$ cat src/rtl/serial_add_ctrl.sv
// Bit-serial adder controller: one shared full adder, LSB first, one bit per clock.
// Optional signed-overflow output is enabled by defining SERIAL_ADD_OVF_EN.
`timescale 1ns/1ps

module serial_add_ctrl #(
  parameter int unsigned WIDTH = 8
) (
  input  logic             clk,
  input  logic             rst,
  input  logic             start,
  input  logic [WIDTH-1:0] a,
  input  logic [WIDTH-1:0] b,
  input  logic             cin,
  output logic             busy,
  output logic             done,
  output logic [WIDTH-1:0] sum,
  output logic             cout
`ifdef SERIAL_ADD_OVF_EN
  ,
  output logic             ovf
`endif
);

  localparam int unsigned CW = $clog2(WIDTH);

  typedef enum logic [1:0] {
    IDLE = 2'd0,
    ADD  = 2'd1,
    DONE = 2'd2
  } state_t;

  state_t           state_q, state_d;
  logic [WIDTH-1:0] a_q, a_d;
  logic [WIDTH-1:0] b_q, b_d;
  logic [WIDTH-1:0] psum_q, psum_d;
  logic             carry_q, carry_d;
  logic [CW-1:0]    cnt_q, cnt_d;
  logic [WIDTH-1:0] sum_d;
  logic             cout_d;
  logic             busy_d;
  logic             done_d;
`ifdef SERIAL_ADD_OVF_EN
  logic             ovf_d;
`endif

  // Shared single-bit full adder on the operand LSBs and the carry flop.
  logic fa_s;
  logic fa_c;
  logic last_bit;

  assign fa_s     = a_q[0] ^ b_q[0] ^ carry_q;
  assign fa_c     = (a_q[0] & b_q[0]) | (a_q[0] & carry_q) | (b_q[0] & carry_q);
  assign last_bit = (cnt_q == CW'(WIDTH - 1));

  // State and datapath registers.
  always_ff @(posedge clk or posedge rst) begin
    if (rst) begin
      state_q <= IDLE;
      a_q     <= '0;
      b_q     <= '0;
      psum_q  <= '0;
      carry_q <= 1'b0;
      cnt_q   <= '0;
      sum     <= '0;
      cout    <= 1'b0;
      busy    <= 1'b0;
      done    <= 1'b0;
`ifdef SERIAL_ADD_OVF_EN
      ovf     <= 1'b0;
`endif
    end else begin
      state_q <= state_d;
      a_q     <= a_d;
      b_q     <= b_d;
      psum_q  <= psum_d;
      carry_q <= carry_d;
      cnt_q   <= cnt_d;
      sum     <= sum_d;
      cout    <= cout_d;
      busy    <= busy_d;
      done    <= done_d;
`ifdef SERIAL_ADD_OVF_EN
      ovf     <= ovf_d;
`endif
    end
  end

  // Next-state and next-value logic; everything holds unless a state acts on it.
  always_comb begin
    state_d = state_q;
    a_d     = a_q;
    b_d     = b_q;
    psum_d  = psum_q;
    carry_d = carry_q;
    cnt_d   = cnt_q;
    sum_d   = sum;
    cout_d  = cout;
`ifdef SERIAL_ADD_OVF_EN
    ovf_d   = ovf;
`endif

    case (state_q)
      IDLE: begin
        if (start) begin
          a_d     = a;
          b_d     = b;
          carry_d = cin;
          cnt_d   = '0;
          state_d = ADD;
        end
      end
      ADD: begin
        psum_d  = {fa_s, psum_q[WIDTH-1:1]};
        a_d     = a_q >> 1;
        b_d     = b_q >> 1;
        carry_d = fa_c;
        cnt_d   = cnt_q + CW'(1);
        if (last_bit) begin
          state_d = DONE;
          sum_d   = {fa_s, psum_q[WIDTH-1:1]};
          cout_d  = fa_c;
`ifdef SERIAL_ADD_OVF_EN
          // carry_q here is the carry into the MSB position.
          ovf_d   = carry_q ^ fa_c;
`endif
        end
      end
      DONE: begin
        state_d = IDLE;
      end
      default: begin
        state_d = IDLE;
      end
    endcase

    busy_d = (state_d != IDLE);
    done_d = (state_d == DONE);
  end

endmodule
$ cat config.mk
export PLATFORM = sky130hd
export DESIGN_NAME = serial_add_ctrl
export DESIGN_NICKNAME = d
export VERILOG_FILES = /design/src/rtl/serial_add_ctrl.sv
export SDC_FILE = /design/constraint.sdc
export NUM_CORES = 1
export LEC_CHECK = 0
export ABC_AREA = 1
export CAP_MARGIN = 20
export CORE_AREA = 10 10 87 96
export DETAILED_ROUTE_END_ITERATION = 10
export DIE_AREA = 0 0 97 106
export HOLD_SLACK_MARGIN = 0.02
export PLACE_DENSITY_LB_ADDON = 0.05
export SYNTH_ARGS = -nofsm -noshare
export SYNTH_HDL_FRONTEND = slang
export SYNTH_SLANG_ARGS = --single-unit
$ cat constraint.sdc
create_clock -name clk -period 3.23 [get_ports clk]
set_input_delay 0.646 -clock clk [delete_from_list [all_inputs] [get_ports clk]]
set_output_delay 0.646 -clock clk [all_outputs]
set_load 0.01 [all_outputs]
### Word-level counts from Yosys, hierarchy flattened

Cells that the tools add are included.

| operators by class | value |
|---|---|
| mux-type cells | 11 |
| equality and inequality tests | 4 |
| bitwise operators | 7 |
| reductions and logical operators | 5 |
| $add $sub $neg | 1 |

Operator list:

| kind | number |
|---|---|
| $pmux 8 s2 | 2 |
| $mux 8 | 2 |
| $pmux 3 s2 | 1 |
| $mux 2 | 2 |
| $pmux 2 s2 | 1 |
| $reduce_and 2->1 | 2 |
| $reduce_bool 2->1 | 2 |
| $add 3x1->3 const B | 1 |
| $and 1x1->1 | 3 |
| $eq 3x3->1 const B | 1 |
| $mux 3 | 1 |
| $eq 2x1->1 const B | 1 |
| $eq 2x2->1 const B | 1 |
| $logic_not 2->1 | 1 |
| $ne 2x2->1 const B | 1 |
| $or 1x1->1 | 2 |
| $pmux 1 s2 | 1 |
| $xor 1x1->1 | 2 |
| $mux 1 | 1 |

| word-level totals | value |
|---|---|
| word-level logic and storage cells | 38 |
| input port bits | 20 |
| output and inout port bits | 11 |
| flip-flop bits (word level) | 41 |

### Logic depth before layout (Yosys ltp)

| logic depth | value |
|---|---|
| depth in word-level cells | 4 |
| gate-level depth with buffers | 7 |
| gate-level depth less buffers | 6 |

### Worst setup path after synthesis

No wires, ideal clock.

| timing path | value |
|---|---|
| path kind | reg-to-reg |
| start | register cnt_q[0] |
| end | register sum[0] |
| cell stages (with the launch flop) | 7 |
| arrival | 1.212 ns |
| path buffers | 1 |
| clock period less this slack | 1.277 ns |
| slack | 1.953 ns |
| setup time | 0.065 ns |
| cell sequence | dfrtp_1 ha_1 ha_1 nand2_2 buf_6 nand2_1 nand2_1 |

| between the ends | value |
|---|---|
| cells in the longest elaborated chain, start to end | 2 |

RTL lines:

| item | line | source |
|---|---|---|
| start, declared | 37 | `logic [CW-1:0] cnt_q, cnt_d;` |
| start signal, assigned | 77 | `cnt_q <= cnt_d;` |
| $eq 3x3->1 | 53 | `assign last_bit = (cnt_q == CW'(WIDTH - 1));` |
| $reduce_and 2->1 (no line) | - |  |
| end signal, assigned | 78 | `sum <= sum_d;` |
| end, declared | 16 | `output logic [WIDTH-1:0] sum,` |

No other way between the ends.
A chain may end at the register's enable or synchronous reset.

### Final worst setup path

| timing path | value |
|---|---|
| start | register cout |
| end | output cout |

RTL lines:

| item | line | source |
|---|---|---|
| start, declared | 17 | `output logic cout` |
| start signal, assigned | 79 | `cout <= cout_d;` |

No word-level cell between the ends.

==> results.md <==
- The synthesis warning total is 0.
- The category of the worst setup path capture point is an output port.
- In the synthesized netlist, the number of instances is ~220.
- In this run the tightest slew margin relative to its limit is 0.658.
- The die outline area is 10300 sq um.
- The aggregate negative setup slack is 0 ns.
- The largest single stage delay on the critical path is 0.55 ns.
- The count of H-tree levels built during CTS is 2.
- The combined area of all synthesized cells is between 1500 and 2000 sq um.
- In this run the core area contains 31 standard-cell rows.
- Post-CTS repair changed the size of 0 cells.
- The leakage power is about 1.2 nW.
- The slew of the pin with the lowest slew margin is 0.514 ns.
- The clock drives 40 sinks.
- The average vias per placed instance is between 4 and 5.
- The critical path arrival is between 1 and 1.5 ns.
- The maximum ir drop on the vdd rail is ~0.48 mV.
- The die width is 97 um.
- The data required time at the worst endpoint is 2.58 ns.
- The setup violation total in the final timing report is 0.
- The worst setup path is launched from a flip-flop.
- The sequential cell area fraction in the yosys report is 0.521.
- The cell area reported after detailed placement is 2280 sq um.
- Detailed placement finished with a half-perimeter wire length of roughly 2.7 mm.
- The DRC violation count after routing is 0.
- At the later pin of the worst-skew pair, clock insertion delay measures 0.29 ns.
- Summed over all layers, the global routing overflow is 0.
- In this run the standard cell core region covers 6480 sq um.
- In the final routed layout, each cell accounts on average for 12.3 um.
- The largest delay contributor family on the critical path is buffers and inverters.
- Setup repair after global routing left no endpoint under its margin.
- The number of nets handed over by synthesis was 246.
- The detailed-route wire length is 4.13 mm.
- The CTS buffer count is 5.
- The count of final hold-check violations came to 0.
- The post-layout total power is about 2.2 mW.
- The first routing iteration left 30 violations.
- Of the available clock period, the critical path in the final layout requires 0.572.
- The number of flip-flops and latches in the synthesized netlist is 40.
- The routed layout has 1425 vias.
- The startpoint identified for the worst hold timing path is a_q[3].
- The initial utilization of the core area, before any placement, comes to 0.297.
- The flow ran to the end, and the final reports show no timing, DRC or antenna violations.
- The source of the worst register-to-register timing path is state_q[1].
- The critical path is of the reg2out type.
- The kind of path behind the tightest hold check is reg2reg.
- In this run the post-CTS setup repair buffer count came out at 0.
- The post-route clock skew is 0.0103 ns.
- The worst hold margin is 0.481 ns.
- The standard cell with the maximum stage delay on the critical path is clkdlybuf4s50_1.
- The port buffer count is 30.
- After the last flow step, the layout net total stands at roughly 280.
- The count of distinct cell types in the synthesized netlist is 20.
- The number of nets with antenna violations after detailed routing is 0.
- The number of global-route vias before repair is 1495.
- The number of antenna diodes in the final layout is 0.
- The filler cell count is 692.
- The maximum number of pins on one net before global-route repair is 41.
- Together, buffers and inverters on the worst path number 1.
- Buffers inserted to repair hold after CTS numbered 0.
- After clock tree synthesis, the clock-pin slew on the worst setup and hold paths is approximately 0.08 ns.
- The average instance in the mapped netlist occupies 8.62 sq um.
- The first global-routing pass estimated between 7 and 8 mm of wire.
- After routing the design area is roughly 2400 sq um.
- The number of max-slew violations in the final report was 0.
- For this run, the total global-route usage over all layers was measured as 0.0862.
- Along the worst path, the maximum fanout reaches 2.
- Timing would allow up to 0.541 GHz.
- The total iterations of the first detailed-routing run is 4.
- The initial antenna violation count is 0.
- Compared with the post-synthesis result, the final layout area differs by 24.2%.
- The number of maximum-capacitance violations is 0.
- The worst setup path startpoint is cout.
- Walking the worst path, the cells encountered are clkdlybuf4s50_1.
- The worst path needs around 1.8 ns of the cycle, external delays included.
- 31 I/O pins were placed.
- Routability-driven placement finished with a final weighted congestion of slightly below 0.7.
- The root buffer cell chosen for the clock tree is clkbuf_8.
- The fraction of layout instances using a drive strength above 1 is 0.141.
- The deepest clock path buffer count is 2.
- The die is 106 um tall.
- TritonCTS built the clock tree.
- The total power per unit cell area is roughly 920 nW/um^2.
final timing paths:
kind | end | slack (ns) | cells after the start
setup / recovery | cout | 1.38 | 1
hold / removal | a_q[3] | 0.48 | 2
setup reg to reg | b_q[0] | 1.46 | 7
hold reg to reg | a_q[3] | 0.48 | 2
max in group asynchronous | sum[6] | 2.10 | 3
min in group asynchronous | b_q[5] | 0.78 | 3
sequential cells by signal, summed over array words and instances, names as in the netlist:
name     count
a_q          8
b_q          8
sum          8
psum_q       7
cnt_q        3
state_q      2
busy         1
carry_q      1
cout         1
done         1
cell usage in the layout, fill, tap and decap left out, drive strengths merged:
| cell type | n |
|---|---|
| a21oi | 1 |
| buf | 4 |
| bufinv | 1 |
| clkbuf | 6 |
| clkdlybuf4s50 | 30 |
| clkinv | 1 |
| dfrtp | 40 |
| fa | 1 |
| ha | 2 |
| inv | 43 |
| nand2 | 75 |
| nand3 | 30 |
| nor2 | 3 |
| o21ai | 17 |
| o22ai | 1 |
Yosys cell counts (all sizes together):
cell / n / area (sq um)
dfrtp: 40 / 1000
ha: 2 / 25.0
nor2: 3 / 18.8
buf: 9 / 72.6
nand3: 30 / 190
o22ai: 1 / 6.26
fa: 1 / 20.0
inv: 43 / 161
a21oi: 1 / 16.3
o21ai: 17 / 115
nand2: 75 / 292
clkbuf: 1 / 3.75
final cells by class:
class / instances / area [sq um] / share of cell area
clock buffer: 6 / 72.6 / 0.0304
clock inverter: 2 / 35.0 / 0.0147
inverter: 43 / 161 / 0.0676
sequential: 40 / 1000 / 0.420
timing repair buffer: 34 / 330 / 0.138
multi-input combinational: 130 / 683 / 0.286
tap: 82 / 103 / 0.0430
cells by family (layout without fill, tap and decap cells):
group,Yosys count,in the layout,share of synthesized area
AOI/OAI and AO/OA,19,19,0.0716
adders and majority gates,3,3,0.0234
buffers and inverters,53,85,0.124
DFF,40,40,0.521
and+or+nand+nor,108,108,0.260
report_power, final:
| group | internal [mW] | switching, mW |
|---|---|---|
| clock | 0.229 | 0.172 |
| combinational | 0.403 | 0.546 |
| sequential | 0.728 | 0.120 |
routing by layer:
metal  track usage  vias up  wire length (um)
met5             0        -                 0
met4        0.0285        0                54
met1         0.112      656              2040
met2         0.129       28              1780
li1              -      734                 -
met3        0.0317        7               257
metrics by stage:
| stage | worst slack (ns) | util | std cells |
|---|---|---|---|
| 2_1_floorplan | 1.67 | - | 223 |
| 3_3_place_gp | 1.28 | 0.352 | 329 |
| 3_5_place_dp | 1.28 | 0.352 | 329 |
| 4_1_cts | 1.36 | 0.368 | 337 |
| 5_1_grt | 1.20 | 0.368 | 337 |
| 6_report | 1.38 | 0.368 | 337 |
No activity file was read; power rests on OpenSTA's default activity.
